## config.mk

```make
export PLATFORM = sky130hd
export DESIGN_NAME = i2s_tx_frame
export DESIGN_NICKNAME = d
export VERILOG_FILES = /design/src/rtl/i2s_pkg.sv /design/src/rtl/i2s_clkgen.sv /design/src/rtl/i2s_tx_frame.sv
export SDC_FILE = /design/constraint.sdc
export NUM_CORES = 1
export LEC_CHECK = 0
export CAP_MARGIN = 10
export CORE_UTILIZATION = 28
export DETAILED_ROUTE_END_ITERATION = 10
export HOLD_SLACK_MARGIN = 0.08
export PLACE_DENSITY = 0.54
export SYNTH_ARGS = -nofsm -noshare
export SYNTH_HDL_FRONTEND = slang
export SYNTH_HIERARCHICAL = 1
export SYNTH_SLANG_ARGS = --single-unit
```

## constraint.sdc

```tcl
create_clock -name sclk -period 13.6 [get_ports sclk]
set_input_delay 2.04 -clock sclk [delete_from_list [all_inputs] [get_ports sclk]]
set_output_delay 2.04 -clock sclk [all_outputs]
set_load 0.005 [all_outputs]
```

## src/rtl/i2s_pkg.sv

```systemverilog
// Shared constants and helpers for the i2s_tx_frame serial audio transmitter.
package i2s_pkg;

  // Data alignment modes
  localparam int MODE_I2S = 0;  // data delayed one bclk after slot start
  localparam int MODE_LJ  = 1;  // data aligned to slot start

  // Number of bclk periods in one frame (all channel slots)
  function automatic int frame_bits(input int channels, input int slot_w);
    return channels * slot_w;
  endfunction

endpackage

```

## src/rtl/i2s_clkgen.sv

```systemverilog
// Bit-clock generator: divides sclk into bclk and tracks the bit position
// inside the frame. tick marks the sclk cycle on which bclk falls and the
// bit position advances; frame_wrap marks the tick that wraps to bit 0.
module i2s_clkgen #(
  parameter int BCLK_DIV   = 4,
  parameter int FRAME_BITS = 64,
  localparam int CNT_W     = $clog2(FRAME_BITS)
) (
  input  logic             sclk_i,
  input  logic             rst_i,
  output logic             bclk_o,
  output logic             tick_o,
  output logic [CNT_W-1:0] bit_cnt_o,
  output logic             frame_wrap_o
);

  localparam int DIV_W = (BCLK_DIV > 1) ? $clog2(BCLK_DIV) : 1;
  localparam logic [DIV_W-1:0] DIV_LAST = DIV_W'(BCLK_DIV - 1);
  localparam logic [DIV_W-1:0] DIV_RISE = DIV_W'(BCLK_DIV / 2 - 1);
  localparam logic [CNT_W-1:0] BIT_LAST = CNT_W'(FRAME_BITS - 1);

  logic [DIV_W-1:0] div_cnt_q, div_cnt_d;
  logic [CNT_W-1:0] bit_cnt_q, bit_cnt_d;
  logic             bclk_q, bclk_d;

  assign tick_o       = (div_cnt_q == DIV_LAST);
  assign frame_wrap_o = tick_o && (bit_cnt_q == BIT_LAST);
  assign bclk_o       = bclk_q;
  assign bit_cnt_o    = bit_cnt_q;

  // Next-state: divider wraps on tick, bclk rises mid-period and falls on tick
  always_comb begin
    div_cnt_d = tick_o ? '0 : div_cnt_q + DIV_W'(1);
    bclk_d    = bclk_q;
    bit_cnt_d = bit_cnt_q;
    if (div_cnt_q == DIV_RISE) bclk_d = 1'b1;
    if (tick_o) begin
      bclk_d    = 1'b0;
      bit_cnt_d = (bit_cnt_q == BIT_LAST) ? '0 : bit_cnt_q + CNT_W'(1);
    end
  end

  // State registers; reset parks bit_cnt on the last bit so the first tick loads
  always_ff @(posedge sclk_i) begin
    if (rst_i) begin
      div_cnt_q <= '0;
      bit_cnt_q <= BIT_LAST;
      bclk_q    <= 1'b0;
    end else begin
      div_cnt_q <= div_cnt_d;
      bit_cnt_q <= bit_cnt_d;
      bclk_q    <= bclk_d;
    end
  end

endmodule

```

## src/rtl/i2s_tx_frame.sv

```systemverilog
// I2S / left-justified / TDM transmitter running on the system clock.
// A whole frame is accepted into a single-entry holding buffer and loaded
// into the frame register when the bit position wraps to 0.
// s_valid/s_ready: a frame transfers on any sclk edge where both are high;
// s_ready is a registered "holding buffer empty" flag and never depends on
// s_valid in the same cycle.
// Optional macro I2S_TX_REPEAT_EN: on underrun, keep sending the last loaded
// frame instead of zeros.
module i2s_tx_frame import i2s_pkg::*; #(
  parameter int SAMPLE_W = 24,
  parameter int SLOT_W   = 32,
  parameter int CHANNELS = 2,
  parameter int BCLK_DIV = 4,
  parameter int MODE     = MODE_I2S
) (
  input  logic                         sclk,
  input  logic                         rst,
  input  logic [CHANNELS*SAMPLE_W-1:0] s_data,
  input  logic                         s_valid,
  output logic                         s_ready,
  output logic                         bclk,
  output logic                         lrclk,
  output logic                         sdout,
  output logic                         frame_start,
  output logic                         underrun
);

  localparam int FRAME_BITS = frame_bits(CHANNELS, SLOT_W);
  localparam int DATA_W     = CHANNELS * SAMPLE_W;
  localparam int CNT_W      = $clog2(FRAME_BITS);

  logic             tick, frame_wrap;
  logic [CNT_W-1:0] bit_cnt;

  logic [DATA_W-1:0] hold_q, hold_d;
  logic [DATA_W-1:0] frame_q, frame_d;
  logic              ready_q, ready_d;
  logic              sdout_q, sdout_d;
  logic              lrclk_q, lrclk_d;
  logic              frame_start_q, frame_start_d;
  logic              underrun_q, underrun_d;
  int                nxt_bit;

  i2s_clkgen #(
    .BCLK_DIV  (BCLK_DIV),
    .FRAME_BITS(FRAME_BITS)
  ) u_clkgen (
    .sclk_i      (sclk),
    .rst_i       (rst),
    .bclk_o      (bclk),
    .tick_o      (tick),
    .bit_cnt_o   (bit_cnt),
    .frame_wrap_o(frame_wrap)
  );

  // Left-justified bit n of a frame: MSB first within each slot, padded with 0
  function automatic logic lj_bit(input logic [DATA_W-1:0] frame, input int n);
    int                slot;
    int                pos;
    logic [DATA_W-1:0] shifted;
    slot    = n / SLOT_W;
    pos     = n % SLOT_W;
    shifted = frame >> (slot * SAMPLE_W + SAMPLE_W - 1 - pos);
    return (pos < SAMPLE_W) ? shifted[0] : 1'b0;
  endfunction

  // Holding buffer handshake and frame load at the wrap tick
  always_comb begin
    hold_d        = hold_q;
    ready_d       = ready_q;
    frame_d       = frame_q;
    frame_start_d = 1'b0;
    underrun_d    = 1'b0;
    if (s_valid && ready_q) begin
      hold_d  = s_data;
      ready_d = 1'b0;
    end
    if (frame_wrap) begin
      if (!ready_q) begin
        frame_d       = hold_q;
        ready_d       = 1'b1;
        frame_start_d = 1'b1;
      end else begin
        // A frame accepted on this same edge waits for the next load
`ifdef I2S_TX_REPEAT_EN
        frame_d    = frame_q;
`else
        frame_d    = '0;
`endif
        underrun_d = 1'b1;
      end
    end
  end

  // Serial data and word select for the bit position entered on this tick
  always_comb begin
    nxt_bit = frame_wrap ? 0 : int'(bit_cnt) + 1;
    sdout_d = sdout_q;
    lrclk_d = lrclk_q;
    if (tick) begin
      if (MODE == MODE_LJ)  sdout_d = lj_bit(frame_d, nxt_bit);
      else if (frame_wrap)  sdout_d = lj_bit(frame_q, FRAME_BITS - 1);
      else                  sdout_d = lj_bit(frame_q, nxt_bit - 1);
      if (CHANNELS == 2)
        lrclk_d = (MODE == MODE_LJ) ? (nxt_bit / SLOT_W == 0) : (nxt_bit / SLOT_W == 1);
      else
        lrclk_d = (nxt_bit == 0);
    end
  end

  // Registered outputs, buffer and frame state
  always_ff @(posedge sclk) begin
    if (rst) begin
      hold_q        <= '0;
      frame_q       <= '0;
      ready_q       <= 1'b1;
      sdout_q       <= 1'b0;
      lrclk_q       <= 1'b0;
      frame_start_q <= 1'b0;
      underrun_q    <= 1'b0;
    end else begin
      hold_q        <= hold_d;
      frame_q       <= frame_d;
      ready_q       <= ready_d;
      sdout_q       <= sdout_d;
      lrclk_q       <= lrclk_d;
      frame_start_q <= frame_start_d;
      underrun_q    <= underrun_d;
    end
  end

  assign s_ready     = ready_q;
  assign sdout       = sdout_q;
  assign lrclk       = lrclk_q;
  assign frame_start = frame_start_q;
  assign underrun    = underrun_q;

endmodule

```

==> results list, run 1 <==
- The share of the Yosys chip area taken by registers is 0.3111.
- From left edge to right edge, the die measures between 150 and 200 um.
- Aggregate global routing overflow: 0
- Routed Antenna Nets: 0
- The congestion estimate from routability-driven global placement came to 0.9194.
* Type of the worst setup path: reg -> reg
* Buffer cell driving the clock tree root: sky130_fd_sc_hd__clkbuf_16
- Total power after layout: 1.690 mW
- The routed layout has a little over 6000 vias.
- The detailed router finished its first iteration with 331 violations.
* Routed wire per std cell: 14.69 um
* Worst relative slew slack: 0.2788
* Quantity of I/O buffers inserted on ports: 56
- Pins over their slew limit: 0
- Worst-case setup slack after placement: around 4.4 ns
* Final cycle utilization of the critical path: 0.6878
* Number of resized instances in the post-cts repair step: 0
- The repair_antennas step left the layout with diodes totalling 0.
- Placed Area: approximately 8000 um^2
* Worst stage delay on the critical path: 0.85 ns
* Cell family contributing the most delay on the critical path: simple AND/OR/NAND/NOR gates
* Result of the run: finished clean
* Fraction of registers with async set or reset after synthesis: 0
* Leakage power: 3.354 nW
- Capturing element type of the critical path: flip-flop
- Slack of the worst reg-to-reg path: between 4 and 5 ns
- Primary flip-flop cell chosen by synthesis mapping: sky130_fd_sc_hd__dfxtp_1
- With fillers left out, the area of the finished cells amounts to ~8300 um^2.
* Min cycle time layout: 9.354 ns
* CP Buf/Inv Count: 5
* Total setup buffers inserted after CTS: 0
- On the final layout, the worst hold slack is between 0.4 and 0.5 ns.
- The floorplan step defined a die boundary enclosing approximately 26000 um^2.
- After detailed routing, the number of remaining DRC violations is 0.
- Pwr Density: 203.1 nW/um^2
- In the synthesized netlist, the number of instances is about 840.
- WP data arrival: ~9.6 ns
- Slew of the pin with the lowest slew margin: 1.054 ns
* CTS tree: built
- No sink is reached through more buffers than the 2 on the longest clock path.
* Final setup violation count: 0
- Global routing usage summed across all routing layers: 0.1417
- Number of top-level pins: 57
- STA classifies the critical path startpoint as a flip-flop.
- Layout area overhead: 17.61%
* Global-route wire length before repair: around 30000 um
- Critical-path cell with the highest stage delay: sky130_fd_sc_hd__a2111oi_0
- TritonCTS created 9 clock buffers.
- The count of final hold-check violations came to 0.
* Syn avg cell area: around 8.5 um^2
* Wire length reported by the detailed router: 17890 um
- Entering global routing, the biggest net connects between 60 and 70 pins.
* Initial Util: 0.2885
* Filler cell count in the final layout: 2635
* Core footprint: 24530 um^2
- Required time worst endpoint: between 10 and 15 ns
- DIE HEIGHT: approximately 160 um
* Number of synthesized register bits: 110
- Peak supply drop: ~140 uV
- Worst-case clock skew: approximately 0.0076 ns
- Setup repair after global routing missed its margin: no
* Synthesized area: just over 7000 um^2
* Number of hold buffers added after cts: 0
* Max H-tree Level: 3
* Cell repeated most along the worst path: sky130_fd_sc_hd__ha_1
- First-pass iteration count of the detailed router: 5
- Accumulated negative setup slack: 0 ns
- Register clock-pin slew on the reported worst setup and hold paths: about 0.07 ns
- Top fanout value on the critical path: 19
- The clock net in this run drives a total of 110 sinks.
- For the worst-skew pair, the clock arrives at the later sink with an insertion delay of approximately 0.35 ns.
- Maximum clock rate: about 0.11 GHz
- Class of the most critical hold timing path: reg -> reg
- During synthesis, Yosys emitted a total of 6 warnings.
- The number of global-route vias before repair came to between 5000 and 6000.
- Summed over all nets, the half-perimeter wirelength after detailed placement is 13190 um.
* Post-layout util: 0.3393
- Counting tap cells, the placed design contains a total of between 1000 and 1500 instances.
- Worst-case setup margin in the final layout: 4.246 ns
- Layout Cells excl Fill: roughly 1200
* Routed via count divided by cell count: about 5.0
* EDFF count, synth: 0
- The floorplan has 57 rows.
* Reported max-cap violation count: 0
- The initial antenna violation count was 0.
- Share of cells above drive strength 1: 0.06264
* Net total in the final layout: roughly 1000
- The netlist uses 71 different library cells.
## power breakdown
| group | internal, mW | total (mW) | switching (mW) |
|---|---|---|---|
| logic | 0.456 | 1.07 | 0.616 |
| clock network | 0.147 | 0.273 | 0.127 |
| registers | 0.335 | 0.345 | 0.0104 |
## state kept, by name, summed over array words and instances, names as in the netlist
name,cells
frame_q,48
u_clkgen/div_cnt_q,2
underrun,1
u_clkgen/bit_cnt_o,6
u_clkgen/bclk_o,1
s_ready,1
lrclk,1
frame_start,1
sdout,1
hold_q,48
## cells in the mapped netlist, types with 3 or more instances
| cell type | number | area [um^2] |
|---|---|---|
| sky130_fd_sc_hd__mux2i_1 | 3 | 30.03 |
| sky130_fd_sc_hd__mux2_2 | 3 | 33.78 |
| sky130_fd_sc_hd__o31ai_1 | 4 | 30.03 |
| sky130_fd_sc_hd__o21ai_1 | 3 | 15.01 |
| sky130_fd_sc_hd__buf_2 | 4 | 20.02 |
| sky130_fd_sc_hd__o211ai_1 | 5 | 37.54 |
| sky130_fd_sc_hd__xor2_1 | 13 | 113.9 |
| sky130_fd_sc_hd__buf_1 | 4 | 15.01 |
| sky130_fd_sc_hd__ha_1 | 60 | 750.7 |
| sky130_fd_sc_hd__o21ai_0 | 31 | 155.2 |
| sky130_fd_sc_hd__clkbuf_1 | 31 | 116.4 |
| sky130_fd_sc_hd__and2_1 | 7 | 43.79 |
| sky130_fd_sc_hd__a31oi_1 | 10 | 62.56 |
| sky130_fd_sc_hd__nand2_1 | 134 | 503.0 |
| sky130_fd_sc_hd__and3_1 | 5 | 31.28 |
| sky130_fd_sc_hd__o21bai_1 | 3 | 22.52 |
| sky130_fd_sc_hd__or2_2 | 4 | 25.02 |
| sky130_fd_sc_hd__o221ai_1 | 5 | 43.79 |
| sky130_fd_sc_hd__a22o_1 | 48 | 420.4 |
| sky130_fd_sc_hd__inv_1 | 32 | 120.1 |
| sky130_fd_sc_hd__nor2b_1 | 8 | 50.05 |
| sky130_fd_sc_hd__nor4_1 | 4 | 25.02 |
| sky130_fd_sc_hd__nand2b_1 | 12 | 75.07 |
| sky130_fd_sc_hd__nor2_1 | 29 | 108.9 |
| sky130_fd_sc_hd__o21a_1 | 6 | 45.04 |
| sky130_fd_sc_hd__xnor2_1 | 39 | 341.6 |
| sky130_fd_sc_hd__or3_1 | 9 | 56.30 |
| sky130_fd_sc_hd__mux4_2 | 13 | 292.8 |
| sky130_fd_sc_hd__a21oi_1 | 88 | 440.4 |
| sky130_fd_sc_hd__fa_1 | 3 | 60.06 |
| sky130_fd_sc_hd__nor3_1 | 11 | 55.05 |
| sky130_fd_sc_hd__a21o_1 | 14 | 105.1 |
| sky130_fd_sc_hd__dfxtp_1 | 110 | 2202 |
| sky130_fd_sc_hd__nand4_1 | 12 | 75.07 |
| sky130_fd_sc_hd__nand3b_1 | 3 | 22.52 |
| sky130_fd_sc_hd__a211oi_1 | 4 | 30.03 |
| sky130_fd_sc_hd__nand3_1 | 17 | 85.08 |
## path summary, 6_finish.rpt
kind	cells after the start	end	startpoint
setup / recovery	35	sdout$_SDFFE_PP0P_	u_clkgen/div_cnt_q[0]$_SDFF_PP0_
hold / removal	2	hold_q[30]$_SDFFE_PP0P_	hold_q[30]$_SDFFE_PP0P_
setup reg to reg	35	sdout$_SDFFE_PP0P_	u_clkgen/div_cnt_q[0]$_SDFF_PP0_
hold reg to reg	2	hold_q[30]$_SDFFE_PP0P_	hold_q[30]$_SDFFE_PP0P_
## worst reg2reg max path, delay by kind of cell (launching register included)
family / cells / cell delay, ns
xor gates and xnor gates: 1 / 0.15
and+or+nand+nor: 16 / 3.57
muxes: 1 / 0.31
DFF: 1 / 0.36
adders and majority gates: 7 / 2.33
buffers and inverters: 5 / 0.92
AOI/OAI and AO/OA: 5 / 1.64
## cell usage in the layout (no fill, tap or decap), types with 6 or more instances in the layout
cell	n
sky130_fd_sc_hd__nor3_1	11
sky130_fd_sc_hd__conb_1	23
sky130_fd_sc_hd__nand3_1	17
sky130_fd_sc_hd__nand2_1	134
sky130_fd_sc_hd__a22o_1	48
sky130_fd_sc_hd__ha_1	60
sky130_fd_sc_hd__o21ai_0	31
sky130_fd_sc_hd__or3_1	9
sky130_fd_sc_hd__nand2b_1	12
sky130_fd_sc_hd__buf_4	6
sky130_fd_sc_hd__xor2_1	13
sky130_fd_sc_hd__inv_1	32
sky130_fd_sc_hd__mux4_2	13
sky130_fd_sc_hd__o21a_1	6
sky130_fd_sc_hd__clkbuf_16	9
sky130_fd_sc_hd__nand4_1	12
sky130_fd_sc_hd__a21o_1	14
sky130_fd_sc_hd__dfxtp_1	110
sky130_fd_sc_hd__clkdlybuf4s50_1	55
sky130_fd_sc_hd__and2_1	7
sky130_fd_sc_hd__nor2_1	28
sky130_fd_sc_hd__a31oi_1	10
sky130_fd_sc_hd__xnor2_1	39
sky130_fd_sc_hd__a21oi_1	88
sky130_fd_sc_hd__nor2b_1	8
## layer usage
metal | vias to the layer above | global-route usage | share of wire
met5 | - | 0 | 0
met4 | 0 | 0.04503 | 0.016
met3 | 20 | 0.02131 | 0.029
met2 | 94 | 0.2261 | 0.45
met1 | 2864 | 0.1957 | 0.50
li1 | 3112 | - | -
## logic make-up (layout without fill, tap and decap cells)
group | count (synthesis) | in the layout | synth area share
AOI/OAI and AO/OA | 246 | 246 | 0.2340
xor gates and xnor gates | 52 | 52 | 0.06435
adders and majority gates | 63 | 63 | 0.1145
buffers and inverters | 74 | 111 | 0.04154
DFF | 110 | 110 | 0.3111
muxes | 21 | 21 | 0.05462
other | 1 | 23 | 0.0005298
and+or+nand+nor | 268 | 268 | 0.1792
## area by class of cell
| cell class | instances | area (um^2) | share of cell area |
|---|---|---|---|
| multi-input cells | 673 | 4677 | 0.5619 |
| flip-flops and latches | 110 | 2202 | 0.2645 |
| repair buffers | 62 | 600.6 | 0.07215 |
| well taps | 324 | 405.4 | 0.04870 |
| clock buffers | 9 | 225.2 | 0.02706 |
| inverters | 33 | 123.9 | 0.01488 |
| clock inverters | 7 | 90.09 | 0.01082 |
No activity file was read; power rests on OpenSTA's default activity.
==> run 2, diff against run 1 <==
--- a/config.mk
+++ b/config.mk
@@ -9,7 +9,7 @@
 export CORE_UTILIZATION = 28
 export DETAILED_ROUTE_END_ITERATION = 10
 export HOLD_SLACK_MARGIN = 0.08
-export PLACE_DENSITY = 0.54
+export PLACE_DENSITY = 0.56
 export SYNTH_ARGS = -nofsm -noshare
 export SYNTH_HDL_FRONTEND = slang
 export SYNTH_HIERARCHICAL = 1
==> constraint.sdc (replaced) <==
create_clock -name sclk -period 7.7 [get_ports sclk]
set_input_delay 1.155 -clock sclk [delete_from_list [all_inputs] [get_ports sclk]]
set_output_delay 1.155 -clock sclk [all_outputs]
set_load 0.005 [all_outputs]
==> run 2 against run 1 <==
  * Cell area grew 3.0%
  * Sequential share of layout area fell by 0.77 points
  * Power up 90%
  * Clock skew rose by 0.0038 ns
  * Sequential power rose by 76%
  * Wire length rose by 2.0%
  * Clock power is 88% higher
  * Maximum frequency increased by 28%
  * Non-clock buffer count up 18
  * Flip-flop and latch count did not move
==> results list, run 2 (same netlist as run 1, synthesis figures left out) <==
- Slew of the pin with the lowest slew margin: 1.105 ns (was 1.054 ns)
- Result of the run: finished clean (unchanged).
- The detailed-routing iteration count for the pre-antenna-repair pass was 5 (unchanged).
- The peak supply drop is 249.1 uV (was 141.7 uV).
* Net total in the final layout: 1021 (was 1003)
- Type of the worst setup path: reg -> reg (unchanged)
* Number of top-level pins: 57 (unchanged)
- Half-perimeter wire length after detailed placement: 13260 um (was 13190 um)
- The clock network latency to the later pin of the worst-skew pair was 0.35 ns (about the same).
- End point of the critical path: sdout$_SDFFE_PP0P_ (unchanged)
- Accumulated negative setup slack: 0 ns (unchanged)
* Maximum clock insertion buffer count: 2 (unchanged)
* Pin count of the biggest net entering global routing: 67 (unchanged)
* Worst-case setup margin in the final layout: 0.3808 ns (was 4.246 ns)
- The x dimension of the die was 161.0 um (unchanged).
- Routed Antenna Nets: 0 (unchanged)
- Worst stage delay on the critical path: 0.42 ns (was 0.85 ns)
- The post-route clock period utilization came to 0.9506 (was 0.6878).
- The initial antenna violation count was 0 (unchanged).
- The register-to-register setup slack came to 0.38 ns (was 4.25 ns).
* Initial DRC count: 311 (was 331)
- CTS tree: built (unchanged)
- The startpoint of the worst register-to-register path is u_clkgen/div_cnt_q[0]$_SDFF_PP0_ (unchanged).
- Reported max-cap violation count: 0 (unchanged)
* Die ar.: 25920 um^2 (unchanged)
- Commonest non-fill, non-tap cell in the layout: sky130_fd_sc_hd__nand2_1 (unchanged)
- The via count is 6162 (was 6090).
* CTS sink count: 110 (unchanged)
- The startpoint of the most critical setup path was u_clkgen/div_cnt_q[0]$_SDFF_PP0_ (unchanged).
- Routed wire per std cell: 14.77 um (was 14.69 um)
* Final setup violation count: 0 (unchanged)
- Final antenna diode count: 0 (unchanged)
- Capturing element type of the critical path: flip-flop (unchanged)
- DIE HEIGHT: 161.0 um (unchanged)
- The number of placement rows was 57 (unchanged).
* Vias in the first global route: 5880 (was 5670)
- The cell at the slowest stage of the critical path was sky130_fd_sc_hd__fa_1 (was sky130_fd_sc_hd__a2111oi_0).
- Initial Util: 0.2885 (unchanged)
- Placed cells: 1217 (was 1202)
- Top fanout value on the critical path: 14 (was 19)
- Maximum clock rate: 0.1366 GHz (was 0.1069 GHz)
- The reg-to-reg critical path endpoint was sdout$_SDFFE_PP0P_ (unchanged).
- The count of final hold-check violations was 0 (unchanged).
- The post-synthesis to final-layout area growth came to 21.12% (was 17.61%).
- Layout Cells excl Fill: 1236 (was 1218)
* Pins over their slew limit: 0 (unchanged)
* Worst-case clock skew: 0.01147 ns (was 0.007629 ns)
* Core footprint: 24530 um^2 (unchanged)
- The cell depth of the worst flop-to-flop path was 34 (was 35).
- The all-layer global routing usage was 0.1411 (was 0.1417).
- The total of buffers placed on input and output ports came to 56 (unchanged).
* Max H-tree Level: 3 (unchanged)
- DRC errors left: 0 (unchanged)
- Cell repeated most along the worst path: sky130_fd_sc_hd__ha_1 (unchanged)
* RD Place Congestion: 0.9575 (was 0.9194)
- Global-route wire length before repair: 29830 um (was 29700 um)
- Min cycle time layout: 7.319 ns (was 9.354 ns)
* Register clock-pin slew on the reported worst setup and hold paths: 0.08 ns (was 0.07 ns)
- Leakage power: 3.452 nW (was 3.354 nW)
- Class of the most critical hold timing path: reg -> reg (unchanged)
- Most frequent cells in the layout: sky130_fd_sc_hd__nand2_1 (134), sky130_fd_sc_hd__dfxtp_1 (110), sky130_fd_sc_hd__a21oi_1 (86) (was sky130_fd_sc_hd__nand2_1 (134), sky130_fd_sc_hd__dfxtp_1 (110), sky130_fd_sc_hd__a21oi_1 (88)).
* Aggregate global routing overflow: 0 (unchanged)
* Routed via count divided by cell count: 4.985 (was 5.000)
- The total power density per cell area is 374.3 nW/um^2 (was 203.1 nW/um^2).
* Buffer cell driving the clock tree root: sky130_fd_sc_hd__clkbuf_16 (unchanged)
* Worst-case setup slack after placement: -0.07918 ns (was 4.369 ns)
- The data arrival time at the worst-slack endpoint is 7.60 ns (was 9.64 ns).
- Category of the worst setup path launch point: flip-flop (unchanged)
- CTS Buf Count: 9 (unchanged)
- The count of hold-fix buffers inserted at cts is 0 (unchanged).
* Share of cells above drive strength 1: 0.09868 (was 0.06264)
- The final wirelength is 18260 um (was 17890 um).
* Worst relative slew slack: 0.2443 (was 0.2788)
- Required time worst endpoint: 7.98 ns (was 13.88 ns)
## run 2: cell types whose count changed in the layout (fill, tap and decap cells not counted), sizes merged
| cell | delta |
|---|---|
| buf | +18 |
| bufinv | +1 |
| clkinvlp | -1 |
## run 2: layout make-up
class | instances | area (um^2)
sequential | 110 | 2202
fill | 2587 | 15960
clock inverter | 7 | 106.4
multi-input combinational | 673 | 4767
inverter | 33 | 123.9
tap | 324 | 405.4
clock buffer | 9 | 225.2
timing repair buffer | 80 | 743.2
## run 2: critical path, delay by kind of cell (launching register included)
kind | cells | cell delay [ns]
and+or+nand+nor | 15 | 3.48
adders and majority gates | 7 | 1.92
AOI/OAI and AO/OA | 7 | 0.90
buffers and inverters | 4 | 0.53
DFF | 1 | 0.37
xor gates and xnor gates | 1 | 0.09
## run 2: what timing repair did
item,4_1_cts,5_1_grt
resized for setup,2,21
buffers inserted,0,3
pin swaps,0,10
setup endpoints to repair,1,1
## run 2: worst min-delay path by stage
| stage | startpoint | to | slack (ns) | cells after the start |
|---|---|---|---|---|
| floorplan | u_clkgen/div_cnt_q[0]$_SDFF_PP0_ | u_clkgen/div_cnt_q[0]$_SDFF_PP0_ | 0.43 | 1 |
| global placement | hold_q[1]$_SDFFE_PP0P_ | hold_q[1]$_SDFFE_PP0P_ | 0.44 | 2 |
| detailed placement | hold_q[44]$_SDFFE_PP0P_ | hold_q[44]$_SDFFE_PP0P_ | 0.45 | 2 |
| CTS | hold_q[44]$_SDFFE_PP0P_ | hold_q[44]$_SDFFE_PP0P_ | 0.46 | 2 |
| global route | hold_q[32]$_SDFFE_PP0P_ | hold_q[32]$_SDFFE_PP0P_ | 0.48 | 2 |
| finish | hold_q[34]$_SDFFE_PP0P_ | hold_q[34]$_SDFFE_PP0P_ | 0.46 | 2 |
## run 2: per-layer routing
layer  global-route usage  up-vias  wire, um  part of all wire
met2               0.2373      118      8529              0.47
met4              0.03731        0       309             0.017
met5                    0        -         0                 0
met1               0.1894     2864      8895              0.49
met3              0.01849       22       520             0.028
li1                     -     3158         -                 -
## run 2: where the power goes
group / total (mW) / switching, mW / internal, mW
combinational: 2.09 / 1.22 / 0.876
clock: 0.512 / 0.222 / 0.290
sequential: 0.606 / 0.0146 / 0.591
## run 2: through the flow
| stage | power, mW | area, um^2 | hold slack (ns) | util |
|---|---|---|---|---|
| 2_1_floorplan | 2.072 | 7161 | 0.4338 | - |
| 3_3_place_gp | 2.559 | 8122 | 0.4435 | 0.3310 |
| 3_5_place_dp | 2.528 | 8122 | 0.4477 | 0.3310 |
| 4_1_cts | 3.081 | 8459 | 0.4578 | 0.3448 |
| 5_1_grt | 3.460 | 8573 | 0.4753 | 0.3494 |
| 6_report | 3.209 | 8573 | 0.4572 | 0.3494 |
==> run 3, diff against run 2 <==
--- a/config.mk
+++ b/config.mk
@@ -5,7 +5,6 @@
 export SDC_FILE = /design/constraint.sdc
 export NUM_CORES = 1
 export LEC_CHECK = 0
-export CAP_MARGIN = 10
 export CORE_UTILIZATION = 28
 export DETAILED_ROUTE_END_ITERATION = 10
 export HOLD_SLACK_MARGIN = 0.08
==> results of run 3 <==
Same layout as run 2: the final DEF is identical, and so are final timing and power.
